--- config.mk ---
export PLATFORM = sky130hd
export DESIGN_NAME = divider
export DESIGN_NICKNAME = d
export VERILOG_FILES = /design/src/rtl/fpu_pkg.sv /design/src/rtl/div_step.sv /design/src/rtl/divider.sv
export SDC_FILE = /design/constraint.sdc
export NUM_CORES = 1
export LEC_CHECK = 0
export CAP_MARGIN = 20
export CORE_ASPECT_RATIO = 0.7
export CORE_MARGIN = 5
export CORE_UTILIZATION = 30
export CTS_BUF_LIST = sky130_fd_sc_hd__clkbuf_16
export CTS_CLUSTER_SIZE = 25
export DETAILED_ROUTE_END_ITERATION = 8
export PLACE_DENSITY_LB_ADDON = 0.1
export SLEW_MARGIN = 20
export SYNTH_ARGS = -nofsm -noshare
export SYNTH_HDL_FRONTEND = slang
export SYNTH_HIERARCHICAL = 1
export SYNTH_SLANG_ARGS = --single-unit
--- constraint.sdc ---
create_clock -name clk -period 6.9 [get_ports clk]
set_input_delay 1.035 -clock clk [delete_from_list [all_inputs] [get_ports clk]]
set_output_delay 1.035 -clock clk [all_outputs]
set_load 0.05 [all_outputs]
--- src/rtl/fpu_pkg.sv ---
// rtl/fpu_pkg.sv - shared FPU datapath types and defaults
package fpu_pkg;

  localparam int DEF_WIDTH = 32;

  // Encoding 2'd3 is unused and recovers to ST_IDLE.
  typedef enum logic [1:0] {
    ST_IDLE = 2'd0,
    ST_RUN  = 2'd1,
    ST_DONE = 2'd2
  } div_state_t;

endpackage

--- src/rtl/div_step.sv ---
// rtl/div_step.sv - one restoring shift-subtract iteration of the divider
module div_step #(
  parameter int WIDTH = 32
) (
  input  logic [WIDTH:0]   i_r,
  input  logic             i_q_msb,
  input  logic [WIDTH-1:0] i_d,
  output logic [WIDTH:0]   o_r_next,
  output logic             o_q_bit
);

  logic [WIDTH:0] w_shift;
  logic [WIDTH:0] w_d_neg;
  logic [WIDTH:0] w_diff;

  assign w_shift = {i_r[WIDTH-1:0], i_q_msb};

  // Subtract by adding the two's complement of the zero-extended divisor.
  assign w_d_neg = ~{1'b0, i_d};
  assign w_diff  = w_shift + w_d_neg + (WIDTH+1)'(1);

  assign o_q_bit  = ~w_diff[WIDTH];
  assign o_r_next = o_q_bit ? w_diff : w_shift;

endmodule

--- src/rtl/divider.sv ---
// rtl/divider.sv - sequential unsigned radix-2 restoring divider, fixed WIDTH-cycle latency
module divider
  import fpu_pkg::*;
#(
  parameter int WIDTH = DEF_WIDTH
) (
  input  logic             clk,
  input  logic             reset,
  input  logic             start,
  input  logic [WIDTH-1:0] opA,
  input  logic [WIDTH-1:0] opB,
  output logic [WIDTH-1:0] quot,
  output logic [WIDTH-1:0] rem,
  output logic             busy,
  output logic             res_ok,
  output logic             div_zero
);

  localparam int CW = (WIDTH > 2) ? $clog2(WIDTH) : 1;
  localparam logic [CW-1:0] LAST_STEP = CW'(WIDTH - 1);

  div_state_t       r_state;
  div_state_t       w_state_next;
  logic [CW-1:0]    r_cnt;
  logic [WIDTH-1:0] r_q;
  logic [WIDTH:0]   r_r;
  logic [WIDTH-1:0] r_d;
  logic [WIDTH-1:0] r_quot;
  logic [WIDTH-1:0] r_rem;
  logic             r_div_zero;

  logic             w_accept;
  logic             w_last;
  logic             w_zero_div;
  logic [WIDTH:0]   w_r_next;
  logic             w_q_bit;
  logic [WIDTH-1:0] w_q_next;

  div_step #(
    .WIDTH (WIDTH)
  ) u_div_step (
    .i_r      (r_r),
    .i_q_msb  (r_q[WIDTH-1]),
    .i_d      (r_d),
    .o_r_next (w_r_next),
    .o_q_bit  (w_q_bit)
  );

  assign w_q_next   = {r_q[WIDTH-2:0], w_q_bit};
  assign w_zero_div = (opB == '0);

  always_ff @(posedge clk or negedge reset) begin
    if (!reset) begin
      r_state <= ST_IDLE;
    end else begin
      r_state <= w_state_next;
    end
  end

  always_comb begin
    w_state_next = r_state;
    w_accept     = 1'b0;
    w_last       = 1'b0;
    case (r_state)
      ST_IDLE, ST_DONE: begin
        if (start) begin
          w_accept     = 1'b1;
          w_state_next = w_zero_div ? ST_DONE : ST_RUN;
        end
      end
      ST_RUN: begin
        if (r_cnt == LAST_STEP) begin
          w_last       = 1'b1;
          w_state_next = ST_DONE;
        end
      end
      default: w_state_next = ST_IDLE;
    endcase
  end

  // Result registers move only on entry to DONE so they stay stable during RUN.
  always_ff @(posedge clk or negedge reset) begin
    if (!reset) begin
      r_cnt      <= '0;
      r_q        <= '0;
      r_r        <= '0;
      r_d        <= '0;
      r_quot     <= '0;
      r_rem      <= '0;
      r_div_zero <= 1'b0;
    end else if (w_accept) begin
      if (w_zero_div) begin
        r_quot     <= '1;
        r_rem      <= opA;
        r_div_zero <= 1'b1;
      end else begin
        r_q   <= opA;
        r_r   <= '0;
        r_d   <= opB;
        r_cnt <= '0;
      end
    end else if (r_state == ST_RUN) begin
      r_r   <= w_r_next;
      r_q   <= w_q_next;
      r_cnt <= r_cnt + CW'(1);
      if (w_last) begin
        r_quot     <= w_q_next;
        r_rem      <= w_r_next[WIDTH-1:0];
        r_div_zero <= 1'b0;
      end
    end
  end

  assign quot     = r_quot;
  assign rem      = r_rem;
  assign div_zero = r_div_zero;
  assign busy     = (r_state == ST_RUN);
  assign res_ok   = (r_state == ST_DONE);

endmodule

# ---- After elaboration in Yosys (flattened, before gate mapping)
# Cells that the tools add are included.
dict set report classes {
  n_eq_ne 7
  n_reduce_logical 9
  n_bitwise 3
  add_sub_neg 3
  mux 30
}
# op n
set op_table {}
lappend op_table {{2-to-1 mux 32 bit} 15}
lappend op_table {{adder 33 x 1 -> 33 bit, second input constant} 1}
lappend op_table {{adder 33 bit} 1}
lappend op_table {{inverter 32 -> 33 bit} 1}
lappend op_table {{zero test 32 bit} 1}
lappend op_table {{2-to-1 mux 5 bit} 3}
lappend op_table {{2-to-1 mux 1 bit} 8}
lappend op_table {{2-to-1 mux 2 bit} 3}
lappend op_table {{AND reduction 2 bit} 3}
lappend op_table {{adder 5 x 1 -> 5 bit, second input constant} 1}
lappend op_table {{equality test 5 bit, second input constant} 1}
lappend op_table {{!= test 2 x 1 -> 1 bit, second input constant} 2}
lappend op_table {{!= test 2 bit, second input constant} 2}
lappend op_table {{one-hot mux 2 bit (2 select lines)} 1}
lappend op_table {{nonzero test 2 bit} 2}
lappend op_table {{AND reduction 3 bit} 1}
lappend op_table {{equality test 2 x 1 -> 1 bit, second input constant} 1}
lappend op_table {{equality test 2 bit, second input constant} 1}
lappend op_table {{zero test 2 bit} 1}
lappend op_table {{inverter 1 bit} 2}
lappend op_table {{OR reduction 2 bit} 1}
dict set report totals {
  reg_bits 168
  word_cells 60
  output_inout_bits 67
  in_bits 67
}

# ---- Logic depth before layout (Yosys ltp)
dict set report logic_depth {
  word_depth 7
  depth_mapped 18
  mapped_depth_nobuf 17
}

# ---- By module
# The synthesis kept the hierarchy.
# mod n_inst area_each_um2 seq_area_each_um2 cells_per_inst
set by_module_without_submodules {}
lappend by_module_without_submodules {divider 1 7114.3 4229.1 626}
lappend by_module_without_submodules {div_step 1 2461.1 0.0 356}

# ---- Worst setup path after synthesis
# No wires, ideal clock.
dict set report synth_timing {
  path_kind {reg2reg}
  start {register r_q[31]}
  end {register r_rem[11], in the netlist rem[11]}
  path_stages_with_launch 17
  required_ns 6.774
  setup_slack_ns 2.951
  setup_ns 0.126
  t_arrival_ns 3.823
  period_less_slack_ns 3.949
  path_buffers 2
  path_cell_list {dfrtp_1 -> inv_1 -> ha_1 -> fa_1 -> or2b_1 -> a21oi_2 -> o21bai_4 -> a21oi_2 -> o2111ai_1 -> a311o_1 -> o211ai_1 -> ha_1 -> clkbuf_1 -> clkbuf_1 -> mux2_2 -> and3_1 -> a221o_1}
}
dict set report synth_via {
  elab_chain_len 6
}
# item line_no
set synth_rtl {}
lappend synth_rtl {{start, declared} divider.sv:25} ;# logic [WIDTH-1:0] r_q;
lappend synth_rtl {{start signal, assigned} divider.sv:97} ;# r_q <= opA;
lappend synth_rtl {{start signal, assigned} divider.sv:104} ;# r_q <= w_q_next;
lappend synth_rtl {{adder 33 bit} div_step.sv:20} ;# assign w_diff = w_shift + w_d_neg + (WIDTH+1)'(1);
lappend synth_rtl {{adder 33 x 1 -> 33 bit} div_step.sv:20}
lappend synth_rtl {{2-to-1 mux 32 bit} div_step.sv:23} ;# assign o_r_next = o_q_bit ? w_diff : w_shift;
lappend synth_rtl {{named net w_r_next[11]} divider.sv:35} ;# logic [WIDTH:0] w_r_next;
lappend synth_rtl {{2-to-1 mux 32 bit} divider.sv:106} ;# if (w_last) begin
lappend synth_rtl {{2-to-1 mux 32 bit} divider.sv:102} ;# end else if (r_state == ST_RUN) begin
lappend synth_rtl {{2-to-1 mux 32 bit} divider.sv:91} ;# end else if (w_accept) begin
lappend synth_rtl {{end signal, assigned} divider.sv:94} ;# r_rem <= opA;
lappend synth_rtl {{end signal, assigned} divider.sv:108} ;# r_rem <= w_r_next[WIDTH-1:0];
lappend synth_rtl {{end, declared} divider.sv:29} ;# logic [WIDTH-1:0] r_rem;
# The timed path passes the listed nets, and every way through them passes these cells. The select of a mux whose other input is x is not followed.
# A chain may end at the register's enable or synchronous reset.

# ---- Worst setup path in the final report
dict set report layout_timing {
  start {register r_q[31]}
  end {register r_rem[28], in the netlist rem[28]}
}
# Same word-level chain as after synthesis.

==> impl_results.md <==
* Cells after synthesis at 978
* Met1 WL at 15.4 mm
* CTS Buffer Depth at 2
* Worst Hold End: quot[24]$_DFFE_PN0P_
* Sw frac at 48.4%
* Vias/cell at 5.28
* WP data arrival at between 4000 and 5000 ps
* Status: complete, no violations
* Crit path buffers/inverters at 2
* Initial Util at 30.5%
* Post-Place Setup Slack at around 2400 ps
* Final WL at approximately 31 mm
* Largest net degree at the start of global routing at 73
* Synthesized cell area at between 9000 and 10000 sq um
* Syn nets at 1081
* Worst Path Required at 7230 ps
* Number of DRC markers in iteration 0 at 551
* Critical path, cell by cell: inv_1 > ha_1 > fa_1 > or2b_1 > a21oi_2 > o21bai_4 > a21oi_2 > o2111ai_1 > a311o_1 > o211ai_1 > ha_1 > inv_1 > nor2_1 > mux2i_1 > o311ai_1 > and3_1 > a221o_1
* CP max stage cell: inv_1
* Critical path peak fanout at 21
* Leakage at 5.08 nW
* Seq pwr share at 24.2%
* # resized after CTS at 0
* Die area at between 30000 and 40000 sq um
* Hold Violations, Final at 0
* All-Layer GR Usage at 17.2%
* # port buffers at between 100 and 150
* Combinational Power Share at 61.6%
* Min Tclk post-route at 4440 ps
* Cts bufs inserted at 17
* WL met2 at 13.6 mm
* Fin area at 11800 sq um
* Critical setup path kind: reg2reg
* R2R Setup Slk at between 2000 and 2500 ps
* Top Layer Used: met4
* Mapped Avg Cell Area at 9.75 sq um
* Io pins at approximately 130
* Htree depth at 4
* TritonCTS clock tree: built
* First-pass GRT wire length at 48.7 mm
* Clock Power Share at 14.2%
* Clock sinks at 168
* Maximum VDD drop at 0.228 mV
* Pins Over Slew Limit at 0
* Actual slew at the worst max-slew pin at roughly 1000 ps
* CTS Hold Bufs at 0
* Final worst slack at 2460 ps
* Chip Width at 223 um
* Post-CTS setup buffer count at 0
* Max incr delay on CP at 550 ps
* Final global-route overflow total at 0
* Clock-pin slew on the worst setup and hold paths at roughly 70 ps
* RSZ-0062 raised after global routing: no
* Worst hold path class: reg2reg
* GPL Wtd Cong at 0.834
* Routed length on met3 at 1.31 mm
* Critical R2R Launch: r_q[31]$_DFFE_PN0P_
* Setup TNS Final at 0 ps
* Post-DP HPWL at 21.6 mm
* DR WL/cell at about 20 um
* Share of layout cells above drive strength 1 at 11.6%
* CP Capture Type: flip-flop
* Pwr dens at 623 nW/um^2
* Max_slew headroom at between 30 and 40%
* CP delay by family, top: compound AO/OA/AOI/OAI gates
* Part of the cycle the worst path needs at roughly 64%
* Antenna-violating nets left at 0
* Switching pwr at between 3 and 4 mW
* Area grow syn2layout at 24.0%
* Site Rows at 54
* Fmax achieved at 0.225 GHz
* Worst R2R Path Depth at 17
* R2R Path End: rem[28]$_DFFE_PN0P_
* Cell Area, Placed at 11200 sq um
* DRC viols at 0
* Die height at 159 um
* Synth warnings at 6
* Ant diodes at 0
* Internal power at 3.81 mW
* 1st-pass router iterations at 5
* Core area at about 31000 sq um
* Root Buffer: clkbuf_16
* NumNets Final at about 1200
* Final setup violation count at 0
* Total Power at 7.38 mW
* Via count at 7958
* Number of global-route vias before repair at approximately 8000
* Max-cap violations at 0
* Setup crit start kind: flip-flop
* Worst-skew pair later-pin latency at between 400 and 500 ps
* Hold Path Origin: quot[24]$_DFFE_PN0P_
* Clock skew at between 9 and 10 ps
* Initial antenna violation count at 0
* Hold depth at 1
-- power groups by stage --
stage / clock (mW) / combinational [mW] / sequential, mW
finish: 1.05 / 4.54 / 1.78
global route: 1.12 / 5.01 / 1.84
CTS: 1.08 / 4.55 / 1.79
detailed placement: 0 / 4.53 / 1.81
global placement: 0 / 4.49 / 1.81
floorplan: 0 / 2.94 / 2.12
-- final cells by class --
| class | instances | area [sq um] |
|---|---|---|
| timing repair buffer | 147 | 1440 |
| clock inverter | 15 | 199 |
| sequential | 168 | 4200 |
| tap | 420 | 526 |
| fill | 3144 | 19500 |
| clock buffer | 17 | 425 |
| inverter | 39 | 146 |
| multi-input combinational | 701 | 4890 |
-- how the worst max path moves through the flow --
stage	startpoint	endpoint	slack, ps	depth (start not counted)
6_report	r_q[31]$_DFFE_PN0P_	rem[28]$_DFFE_PN0P_	2460	17
5_1_grt	r_q[31]$_DFFE_PN0P_	rem[28]$_DFFE_PN0P_	2120	17
4_1_cts	r_q[31]$_DFFE_PN0P_	rem[30]$_DFFE_PN0P_	2520	17
3_5_place_dp	opB[8]	r_d[20]$_DFFE_PN0P_	2400	7
3_3_place_gp	opB[8]	r_d[10]$_DFFE_PN0P_	2350	7
2_1_floorplan	r_q[31]$_DFFE_PN0P_	rem[11]$_DFFE_PN0P_	2950	16
-- placed cells by master (no fill, tap or decap), types with 36 or more instances in the layout --
| master | count |
|---|---|
| a211oi_1 | 68 |
| a21oi_1 | 36 |
| clkdlybuf4s50_1 | 132 |
| dfrtp_1 | 168 |
| inv_1 | 39 |
| mux2_2 | 47 |
| nand2_1 | 106 |
| nor2_1 | 84 |
| o21ai_0 | 46 |
-- layer usage --
metal / vias up / GRT usage [%]
li1: 3793 / -
met1: 3967 / 25.5
met2: 170 / 25.6
met3: 28 / 3.69
met4: 0 / 4.45
met5: - / 0
-- sequential cells by signal, summed over array words and instances, names as in the netlist --
name,count
quot,32
r_d,32
r_q,32
r_r,32
rem,32
r_cnt,5
r_state,2
div_zero,1
-- through the flow --
stage                     std cells  hold WS, ps  utilization (%)
after detailed placement       1475          480             35.8
after CTS                      1507          495             37.8
after global placement         1475          476             35.8
after global routing           1507          507             37.8
final                          1507          488             37.8
after floorplan                 978          479                -
Power figures use the tool's default switching activity.
